$ cat src/rtl/memory_bus_arbiter_pkg.sv
// -----------------------------------------------------------------------------
// memory_bus_arbiter_pkg
// Shared MemoryBus types used by the arbiter, its interface and its sub-blocks:
//   BusPacketType / BusID / memory_address_t / bus_packet_payload_t / BusPacket,
//   the create_bus_packet() constructor, and the arbiter FSM state encoding.
// -----------------------------------------------------------------------------
package memory_bus_arbiter_pkg;

    typedef enum logic [1:0] {
        bus_read_data      = 2'd0,
        bus_write_data     = 2'd1,
        bus_read_response  = 2'd2,
        bus_write_response = 2'd3
    } BusPacketType;

    typedef logic [3:0]  BusID;
    typedef logic [31:0] memory_address_t;
    typedef logic [31:0] bus_packet_payload_t;

    typedef struct packed {
        BusPacketType        pkt_type;
        BusID                id;
        memory_address_t     addr;
        bus_packet_payload_t payload;
    } BusPacket;

    // FSM encoding kept as plain constants for compatibility with older flows.
    typedef logic [1:0] arb_state_t;
    localparam arb_state_t ARB_IDLE     = 2'd0;
    localparam arb_state_t ARB_ISSUE    = 2'd1;
    localparam arb_state_t ARB_WAIT_RSP = 2'd2;

    function automatic BusPacket create_bus_packet(
        input BusPacketType        pkt_type,
        input BusID                id,
        input memory_address_t     addr,
        input bus_packet_payload_t payload
    );
        BusPacket p;
        p.pkt_type = pkt_type;
        p.id       = id;
        p.addr     = addr;
        p.payload  = payload;
        return p;
    endfunction

endpackage

$ cat src/rtl/memory_bus_arbiter_if.sv
// -----------------------------------------------------------------------------
// memory_bus_arbiter_if
// Bundles the master-side request/response channels and the memory-side
// MemoryBus channel of the arbiter.
//   modport master : arbiter view (drives grants, bus request, routed response)
//   modport slave  : environment view (masters + memory endpoint)
// -----------------------------------------------------------------------------
interface memory_bus_arbiter_if #(
    parameter int NUM_REQ = 4
);
    import memory_bus_arbiter_pkg::*;

    logic     [NUM_REQ-1:0] m_req_valid;
    BusPacket [NUM_REQ-1:0] m_req_pkt;
    logic     [NUM_REQ-1:0] m_req_ready;
    logic     [NUM_REQ-1:0] m_rsp_valid;
    BusPacket               m_rsp_pkt;
    logic     [NUM_REQ-1:0] m_rsp_ready;
    logic                   bus_req_valid;
    BusPacket               bus_req_pkt;
    logic                   bus_req_ready;
    logic                   bus_rsp_valid;
    BusPacket               bus_rsp_pkt;
    logic                   bus_rsp_ready;
    logic                   bus_timeout;

    modport master (
        input  m_req_valid, m_req_pkt, m_rsp_ready,
        input  bus_req_ready, bus_rsp_valid, bus_rsp_pkt,
        output m_req_ready, m_rsp_valid, m_rsp_pkt,
        output bus_req_valid, bus_req_pkt, bus_rsp_ready, bus_timeout
    );

    modport slave (
        output m_req_valid, m_req_pkt, m_rsp_ready,
        output bus_req_ready, bus_rsp_valid, bus_rsp_pkt,
        input  m_req_ready, m_rsp_valid, m_rsp_pkt,
        input  bus_req_valid, bus_req_pkt, bus_rsp_ready, bus_timeout
    );

endinterface

$ cat src/rtl/memory_bus_arbiter_chk.sv
// -----------------------------------------------------------------------------
// memory_bus_arbiter_chk
// Protocol checks for the arbiter: only read/write requests may be issued to
// memory, and memory must not present a response unless a read is waiting.
//   Ports: clk, rstn, state_q, req_type, bus_req_ready, bus_rsp_valid.
// -----------------------------------------------------------------------------
module memory_bus_arbiter_chk
    import memory_bus_arbiter_pkg::*;
#(
    parameter int TIMEOUT_CYCLES = 255
) (
    input logic         clk,
    input logic         rstn,
    input arb_state_t   state_q,
    input BusPacketType req_type,
    input logic         bus_req_ready,
    input logic         bus_rsp_valid
);

    a_cfg_timeout: assert property (@(posedge clk) TIMEOUT_CYCLES >= 1);

    a_req_type_legal: assert property (@(posedge clk) disable iff (!rstn)
        (state_q == ARB_ISSUE && bus_req_ready) |->
            (req_type == bus_read_data || req_type == bus_write_data));

    a_rsp_expected: assert property (@(posedge clk) disable iff (!rstn)
        bus_rsp_valid |-> (state_q == ARB_WAIT_RSP));

endmodule

$ cat src/rtl/memory_bus_arbiter_picker.sv
// -----------------------------------------------------------------------------
// rr_priority_picker
// Round-robin priority selector: scans req starting at rr_ptr (wrapping at
// NUM_REQ) and reports the first set bit.
//   req    : request vector
//   rr_ptr : index with highest priority this cycle
//   grant  : one-hot winner (0 when no request)
//   idx    : winner index
//   any    : at least one request present
// -----------------------------------------------------------------------------
module rr_priority_picker #(
    parameter int NUM_REQ = 4,
    parameter int IDX_W   = $clog2(NUM_REQ)
) (
    input  logic [NUM_REQ-1:0] req,
    input  logic [IDX_W-1:0]   rr_ptr,
    output logic [NUM_REQ-1:0] grant,
    output logic [IDX_W-1:0]   idx,
    output logic               any
);
    localparam int CW = IDX_W + 1;

    logic [CW-1:0] cand_s;

    // Rotating scan; the extra candidate bit makes the modulo wrap exact for any NUM_REQ.
    always_comb begin
        grant  = '0;
        idx    = '0;
        any    = 1'b0;
        cand_s = '0;
        for (int k = 0; k < NUM_REQ; k++) begin
            cand_s = {1'b0, rr_ptr} + CW'(k);
            if (cand_s >= CW'(NUM_REQ)) begin
                cand_s = cand_s - CW'(NUM_REQ);
            end else begin
                cand_s = cand_s;
            end
            if (!any && req[cand_s[IDX_W-1:0]]) begin
                any = 1'b1;
                idx = cand_s[IDX_W-1:0];
            end else begin
                any = any;
            end
        end
        if (any) begin
            grant = {{(NUM_REQ-1){1'b0}}, 1'b1} << idx;
        end else begin
            grant = '0;
        end
    end

endmodule

$ cat src/rtl/memory_bus_arbiter.sv
// -----------------------------------------------------------------------------
// memory_bus_arbiter
// Shares one MemoryBus request channel among NUM_REQ masters by round-robin,
// runs one transaction at a time and routes read responses to the owner.
//   clk, rstn : clock, asynchronous active-low reset
//   bus       : memory_bus_arbiter_if.master (master req/rsp + memory channel)
// Optional macro ARB_TIMEOUT_EN adds a read-response watchdog that pulses
// bus_timeout and abandons the read after TIMEOUT_CYCLES cycles in WAIT_RSP;
// without it bus_timeout is tied low and a read waits indefinitely.
// -----------------------------------------------------------------------------
module memory_bus_arbiter
    import memory_bus_arbiter_pkg::*;
#(
    parameter int NUM_REQ        = 4,
    parameter int IDX_W          = $clog2(NUM_REQ),
    parameter int TIMEOUT_CYCLES = 255
) (
    input logic                clk,
    input logic                rstn,
    memory_bus_arbiter_if.master bus
);

    arb_state_t         state_q, state_d;
    BusPacket           pkt_q, pkt_d;
    logic [IDX_W-1:0]   owner_q, owner_d;
    logic [IDX_W-1:0]   rr_ptr_q, rr_ptr_d;

    logic [NUM_REQ-1:0] pick_grant_s;
    logic [IDX_W-1:0]   pick_idx_s;
    logic               pick_any_s;
    logic               in_wait_s;
    logic               rsp_fire_s;

`ifdef ARB_TIMEOUT_EN
    localparam int CNT_W = ($clog2(TIMEOUT_CYCLES + 1) > 8) ? $clog2(TIMEOUT_CYCLES + 1) : 8;
    logic [CNT_W-1:0]   cnt_q, cnt_d;
    logic               timeout_q, timeout_d;
`endif

    rr_priority_picker #(
        .NUM_REQ (NUM_REQ),
        .IDX_W   (IDX_W)
    ) u_picker (
        .req    (bus.m_req_valid),
        .rr_ptr (rr_ptr_q),
        .grant  (pick_grant_s),
        .idx    (pick_idx_s),
        .any    (pick_any_s)
    );

    assign in_wait_s  = (state_q == ARB_WAIT_RSP);
    assign rsp_fire_s = in_wait_s && bus.bus_rsp_valid && bus.m_rsp_ready[owner_q];

    // Next-state, packet latch, owner and round-robin pointer update.
    always_comb begin
        state_d  = state_q;
        pkt_d    = pkt_q;
        owner_d  = owner_q;
        rr_ptr_d = rr_ptr_q;
`ifdef ARB_TIMEOUT_EN
        cnt_d     = cnt_q;
        timeout_d = 1'b0;
`endif
        case (state_q)
            ARB_IDLE: begin
                if (pick_any_s) begin
                    pkt_d    = bus.m_req_pkt[pick_idx_s];
                    owner_d  = pick_idx_s;
                    rr_ptr_d = (pick_idx_s == IDX_W'(NUM_REQ - 1)) ? '0 : pick_idx_s + IDX_W'(1);
                    state_d  = ARB_ISSUE;
                end else begin
                    state_d = ARB_IDLE;
                end
            end
            ARB_ISSUE: begin
                // Anything other than a read is completed like a write.
                if (bus.bus_req_ready) begin
                    if (pkt_q.pkt_type == bus_read_data) begin
                        state_d = ARB_WAIT_RSP;
`ifdef ARB_TIMEOUT_EN
                        cnt_d   = '0;
`endif
                    end else begin
                        state_d = ARB_IDLE;
                    end
                end else begin
                    state_d = ARB_ISSUE;
                end
            end
            ARB_WAIT_RSP: begin
                if (rsp_fire_s) begin
                    state_d = ARB_IDLE;
                end else begin
`ifdef ARB_TIMEOUT_EN
                    if (cnt_q == CNT_W'(TIMEOUT_CYCLES - 1)) begin
                        state_d   = ARB_IDLE;
                        timeout_d = 1'b1;
                    end else begin
                        cnt_d = cnt_q + CNT_W'(1);
                    end
`else
                    state_d = ARB_WAIT_RSP;
`endif
                end
            end
            default: begin
                state_d = ARB_IDLE;
            end
        endcase
    end

    // State registers; reset drops any in-flight transaction.
    always_ff @(posedge clk or negedge rstn) begin
        if (!rstn) begin
            state_q  <= ARB_IDLE;
            pkt_q    <= '0;
            owner_q  <= '0;
            rr_ptr_q <= '0;
`ifdef ARB_TIMEOUT_EN
            cnt_q     <= '0;
            timeout_q <= 1'b0;
`endif
        end else begin
            state_q  <= state_d;
            pkt_q    <= pkt_d;
            owner_q  <= owner_d;
            rr_ptr_q <= rr_ptr_d;
`ifdef ARB_TIMEOUT_EN
            cnt_q     <= cnt_d;
            timeout_q <= timeout_d;
`endif
        end
    end

    // Grant is combinational on state+valid; masked while reset is asserted.
    assign bus.m_req_ready   = (rstn && state_q == ARB_IDLE) ? pick_grant_s : '0;
    assign bus.bus_req_valid = (state_q == ARB_ISSUE);
    assign bus.bus_req_pkt   = pkt_q;
    // Response path is a zero-latency pass-through to the owning master.
    assign bus.bus_rsp_ready = in_wait_s && bus.m_rsp_ready[owner_q];
    assign bus.m_rsp_valid   = (in_wait_s && bus.bus_rsp_valid) ?
                               ({{(NUM_REQ-1){1'b0}}, 1'b1} << owner_q) : '0;
    assign bus.m_rsp_pkt     = in_wait_s ? bus.bus_rsp_pkt : '0;
`ifdef ARB_TIMEOUT_EN
    assign bus.bus_timeout   = timeout_q;
`else
    assign bus.bus_timeout   = 1'b0;
`endif

    memory_bus_arbiter_chk #(
        .TIMEOUT_CYCLES (TIMEOUT_CYCLES)
    ) u_chk (
        .clk           (clk),
        .rstn          (rstn),
        .state_q       (state_q),
        .req_type      (pkt_q.pkt_type),
        .bus_req_ready (bus.bus_req_ready),
        .bus_rsp_valid (bus.bus_rsp_valid)
    );

endmodule

$ cat src/flat_wrapper.sv
// flat-port wrapper written by rule: the top's interface ports become plain ports
module memory_bus_arbiter_flat import memory_bus_arbiter_pkg::*;
#(
    parameter int NUM_REQ        = 4,
    parameter int IDX_W          = $clog2(NUM_REQ),
    parameter int TIMEOUT_CYCLES = 255
)
  (clk, rstn, bus_m_req_valid, bus_m_req_pkt, bus_m_rsp_ready, bus_bus_req_ready, bus_bus_rsp_valid, bus_bus_rsp_pkt, bus_m_req_ready, bus_m_rsp_valid, bus_m_rsp_pkt, bus_bus_req_valid, bus_bus_req_pkt, bus_bus_rsp_ready, bus_bus_timeout);
  memory_bus_arbiter_if #(.NUM_REQ(NUM_REQ)) bus_i ();
  input logic clk;
  input logic rstn;
  input wire logic [$bits(bus_i.m_req_valid)-1:0] bus_m_req_valid;
  input wire logic [$bits(bus_i.m_req_pkt)-1:0] bus_m_req_pkt;
  input wire logic [$bits(bus_i.m_rsp_ready)-1:0] bus_m_rsp_ready;
  input wire logic [$bits(bus_i.bus_req_ready)-1:0] bus_bus_req_ready;
  input wire logic [$bits(bus_i.bus_rsp_valid)-1:0] bus_bus_rsp_valid;
  input wire logic [$bits(bus_i.bus_rsp_pkt)-1:0] bus_bus_rsp_pkt;
  output wire logic [$bits(bus_i.m_req_ready)-1:0] bus_m_req_ready;
  output wire logic [$bits(bus_i.m_rsp_valid)-1:0] bus_m_rsp_valid;
  output wire logic [$bits(bus_i.m_rsp_pkt)-1:0] bus_m_rsp_pkt;
  output wire logic [$bits(bus_i.bus_req_valid)-1:0] bus_bus_req_valid;
  output wire logic [$bits(bus_i.bus_req_pkt)-1:0] bus_bus_req_pkt;
  output wire logic [$bits(bus_i.bus_rsp_ready)-1:0] bus_bus_rsp_ready;
  output wire logic [$bits(bus_i.bus_timeout)-1:0] bus_bus_timeout;
  assign bus_i.m_req_valid = bus_m_req_valid;
  assign bus_i.m_req_pkt = bus_m_req_pkt;
  assign bus_i.m_rsp_ready = bus_m_rsp_ready;
  assign bus_i.bus_req_ready = bus_bus_req_ready;
  assign bus_i.bus_rsp_valid = bus_bus_rsp_valid;
  assign bus_i.bus_rsp_pkt = bus_bus_rsp_pkt;
  assign bus_m_req_ready = bus_i.m_req_ready;
  assign bus_m_rsp_valid = bus_i.m_rsp_valid;
  assign bus_m_rsp_pkt = bus_i.m_rsp_pkt;
  assign bus_bus_req_valid = bus_i.bus_req_valid;
  assign bus_bus_req_pkt = bus_i.bus_req_pkt;
  assign bus_bus_rsp_ready = bus_i.bus_rsp_ready;
  assign bus_bus_timeout = bus_i.bus_timeout;
  memory_bus_arbiter #(.NUM_REQ(NUM_REQ), .IDX_W(IDX_W), .TIMEOUT_CYCLES(TIMEOUT_CYCLES)) u_core (.clk(clk), .rstn(rstn), .bus(bus_i));
endmodule
$ cat config.mk
export PLATFORM = sky130hd
export DESIGN_NAME = memory_bus_arbiter_flat
export DESIGN_NICKNAME = d
export VERILOG_FILES = /design/src/rtl/memory_bus_arbiter_pkg.sv /design/src/rtl/memory_bus_arbiter_if.sv /design/src/rtl/memory_bus_arbiter_chk.sv /design/src/rtl/memory_bus_arbiter_picker.sv /design/src/rtl/memory_bus_arbiter.sv /design/src/flat_wrapper.sv
export SDC_FILE = /design/constraint.sdc
export NUM_CORES = 1
export LEC_CHECK = 0
export CORE_AREA = 4 4 199 201
export DETAILED_ROUTE_END_ITERATION = 12
export DIE_AREA = 0 0 203 205
export GPL_TIMING_DRIVEN = 0
export HOLD_SLACK_MARGIN = 0.12
export SLEW_MARGIN = 20
export SYNTH_ARGS = -nofsm -noshare
export SYNTH_HDL_FRONTEND = slang
export SYNTH_HIERARCHICAL = 1
export SYNTH_SLANG_ARGS = --single-unit
$ cat constraint.sdc
create_clock -name clk -period 2 [get_ports clk]
set_input_delay 0.4 -clock clk [delete_from_list [all_inputs] [get_ports clk]]
set_output_delay 0.4 -clock clk [all_outputs]
set_load 0.05 [all_outputs]
==> reports/qor.yml <==
cp_slowest_stage_delay_ps: 530
path_clk_slew_ps: 70
fin_skew_ps: 13.5
insertion_delay_ps: 350
ys.flop_type: "dfrtp_1"
cp_top_family: "buffers and inverters"
leakage_nw: 5.30
synth.avg_cell_area_um2: 14.3
cts_buffer_depth: 2
rr_worst_depth: 8
wl_per_cell_um: 22.2
drtIter0Drc: 160
yosys.area_share.simple: 0.109
ir_drop_mv: 0.621
syn_to_final_growth_pct: 138
die_x_um: 203
final_area_um2: 13000
tritoncts: "built"
clock-root-buffer: "clkbuf_16"
synth_top_area_cell: "dfrtp_1"
drive_gt1_frac: 0.412
ant_nets: 0
timing.rr.start: "u_core/rr_ptr_q[0]$_DFFE_PN0P_"
timing.rr.end: "u_core/bus.bus_req_pkt[0]$_DFFE_PN0P_"
h-tree-depth: 3
port_buffers: 510
fin_crit_ps: 2270
drt-pass1-iter-count: 4
worstMarginPinSlew_ps: 730
synth_edf_count: 0
slowest_stage: "mux4_2"
drc: 0
max_freq_mhz: 440
grt_pass1_vias: 6525
outcome: "finished, violations left"
fin_cells: 1458
die_y_um: 205
ys.warnings.count: 6
crit_path_frequent_cell: "buf_12"
finalWeightedCongestion: 0.870
dpl.hpwl_um: 25900
cp.depth: 9
violations: "setup timing"
layout_setup_ws_ps: -273
synth_area_leaders: "dfrtp_1 (35%), mux4_2 (29%), mux2_4 (10%)"
worstPathBufferInverterCount: 5
antenna_cells: 0
drv_slew: 0
hold_viol: 0
synth_top_family_by_area: "multiplexers"
antenna_found_initial: 0
maxSlewHeadroom: 0.515
synth_fp_nets: 744
routed_via_density: 3.95
finalCritPeriodShare: 1.14
worstPathArrival_ps: 2510
setup_viol: 102
vias: 5759
critical_path_class: "input pin to register"
wirelength_um: 32400
grt.overflow.total: 0
hold_path.class: "input pin to asynchronous set/reset pin"
nNetsFinal: 1306
cp.required_ps: 2240
endpoint_kind: "register"
setup_tns_ps: -16070
synth_seq_cells: 76
placed_area_um2: 11300
synth_compound_area_frac: 0.0220
grt_max_degree: 49
cts.sinks: 76
netlist_instances: 381
rows: 71
start_util: 0.145
synth_mux_area_frac: 0.470
ff2ff_setup_slack_ps: -270
synthAdderAreaFrac: 0.00230
io_pins: 513
netlist.area_leader.share: 0.349
ys_types: 34
cap_violations: 0
crit_fanout: 7
dp_cells: 1403
synth_xor_area_frac: 0
ys_seq_area_frac: 0.349
track_usage: 0.143
startpoint_type: "input pin"
place_ws_ps: -1240
worstPathCellList: "dlygate4sd2_1 -> inv_1 -> o21ai_2 -> a211oi_4 -> buf_6 -> buf_12 -> buf_12 -> mux4_2 -> mux2_2"
powerDensity_nw_per_um2: 1380
coreArea_um2: 37600
syn_area_um2: 5450
grt_first_pass_wirelength_um: 43000
die_area_um2: 41600
async_flop_share: 1.00
numCtsBuffers: 9
rsz0062_at_grt: "yes"
-- where the power goes --
group | internal (mW) | switching, mW | leakage [nW]
Combinational | 6.47 | 6.69 | 4.25
Sequential | 2.37 | 0.514 | 0.890
Clock | 1.13 | 0.738 | 0.155
-- cell usage after synthesis (3+ instances only) --
| cell type | count |
|---|---|
| a21oi_1 | 4 |
| and2_1 | 71 |
| and3_1 | 4 |
| buf_2 | 6 |
| buf_4 | 5 |
| buf_6 | 10 |
| clkbuf_1 | 15 |
| dfrtp_1 | 76 |
| inv_1 | 6 |
| mux2_1 | 5 |
| mux2_2 | 31 |
| mux2_4 | 37 |
| mux4_2 | 71 |
| nand2_1 | 4 |
| nand2b_1 | 3 |
| nor2_1 | 9 |
| nor3_1 | 4 |
| o21ai_0 | 3 |
-- tightest hold or removal path: stages --
cell	delay, ps
buf_6	100
buf_16	130
buf_16	230
-- layer usage --
layer	global-route usage	routed length (um)	vias to the layer above
met5	0	0	-
met4	0.0529	1090	0
met3	0.0382	2490	42
met2	0.271	17300	345
met1	0.151	11600	2805
li1	-	-	2567
-- cell families (layout without fill, tap and decap cells) --
kind of cell,after synthesis,in the layout
AND/OR/NAND/NOR,100,100
flip-flops,76,76
adder cells (fa/ha/maj),1,1
AO/OA/AOI/OAI,17,17
buffers and inverters,42,608
multiplexers,144,144
other,1,1
-- cell usage in the layout, fill, tap and decap left out, types with 3 or more instances in the layout --
cell type / instances
dlygate4sd2_1: 10
o21ai_0: 3
a21oi_2: 3
buf_6: 25
buf_12: 23
mux2_4: 44
and3_1: 4
clkbuf_16: 17
mux2_2: 26
clkdlybuf4s50_1: 415
inv_1: 6
and2_1: 10
buf_2: 7
buf_8: 59
dfrtp_1: 76
buf_4: 22
clkbuf_8: 6
nand2_1: 3
and2_4: 61
buf_16: 4
nor2_1: 6
dlymetal6s2s_1: 3
mux2_1: 3
mux4_2: 71
-- registers in the layout (all words and copies together) (netlist names) --
signal,count
u_core/bus.bus_req_pkt,70
u_core/owner_q,2
u_core/rr_ptr_q,2
u_core/state_q,2
-- through the flow --
step	power, mW	hold slack, ps	utilization
6_report	17.9	142	0.345
5_1_grt	18.8	159	0.345
4_1_cts	17.6	145	0.334
3_5_place_dp	14.6	377	0.301
3_3_place_gp	14.6	475	0.300
2_1_floorplan	10.6	104	-
-- worst max-delay path by stage --
stage,start,endpoint,slack [ps]
6_report,bus_m_req_valid[0],u_core/bus.bus_req_pkt[0]$_DFFE_PN0P_,-270
5_1_grt,u_core/rr_ptr_q[0]$_DFFE_PN0P_,u_core/bus.bus_req_pkt[3]$_DFFE_PN0P_,-360
4_1_cts,u_core/rr_ptr_q[0]$_DFFE_PN0P_,u_core/bus.bus_req_pkt[8]$_DFFE_PN0P_,-290
3_5_place_dp,bus_m_req_valid[0],u_core/bus.bus_req_pkt[17]$_DFFE_PN0P_,-1240
3_3_place_gp,rstn,bus_m_req_ready[0],-3580
2_1_floorplan,u_core/state_q[0]$_DFF_PN0_,bus_m_rsp_valid[0],-310
-- timing repair --
action,4_1_cts,5_1_grt
setup endpoints to repair,163,147
gates resized for setup,692,94
hold buffers,4,0
hold endpoints to repair,28,0
cloned,8,6
buffers inserted,17,7
pin swaps,11,31
-- layout make-up --
cell class              count  area, um^2
plain buffers              35         503
clock buffers              10         239
inverters                   6        22.5
multi-input cells         263        3560
well taps                 511         639
repair buffers            552        6020
fillers                  3703       24600
clock inverters             5        85.1
flip-flops and latches     76        1900
Power figures use the tool's default switching activity.
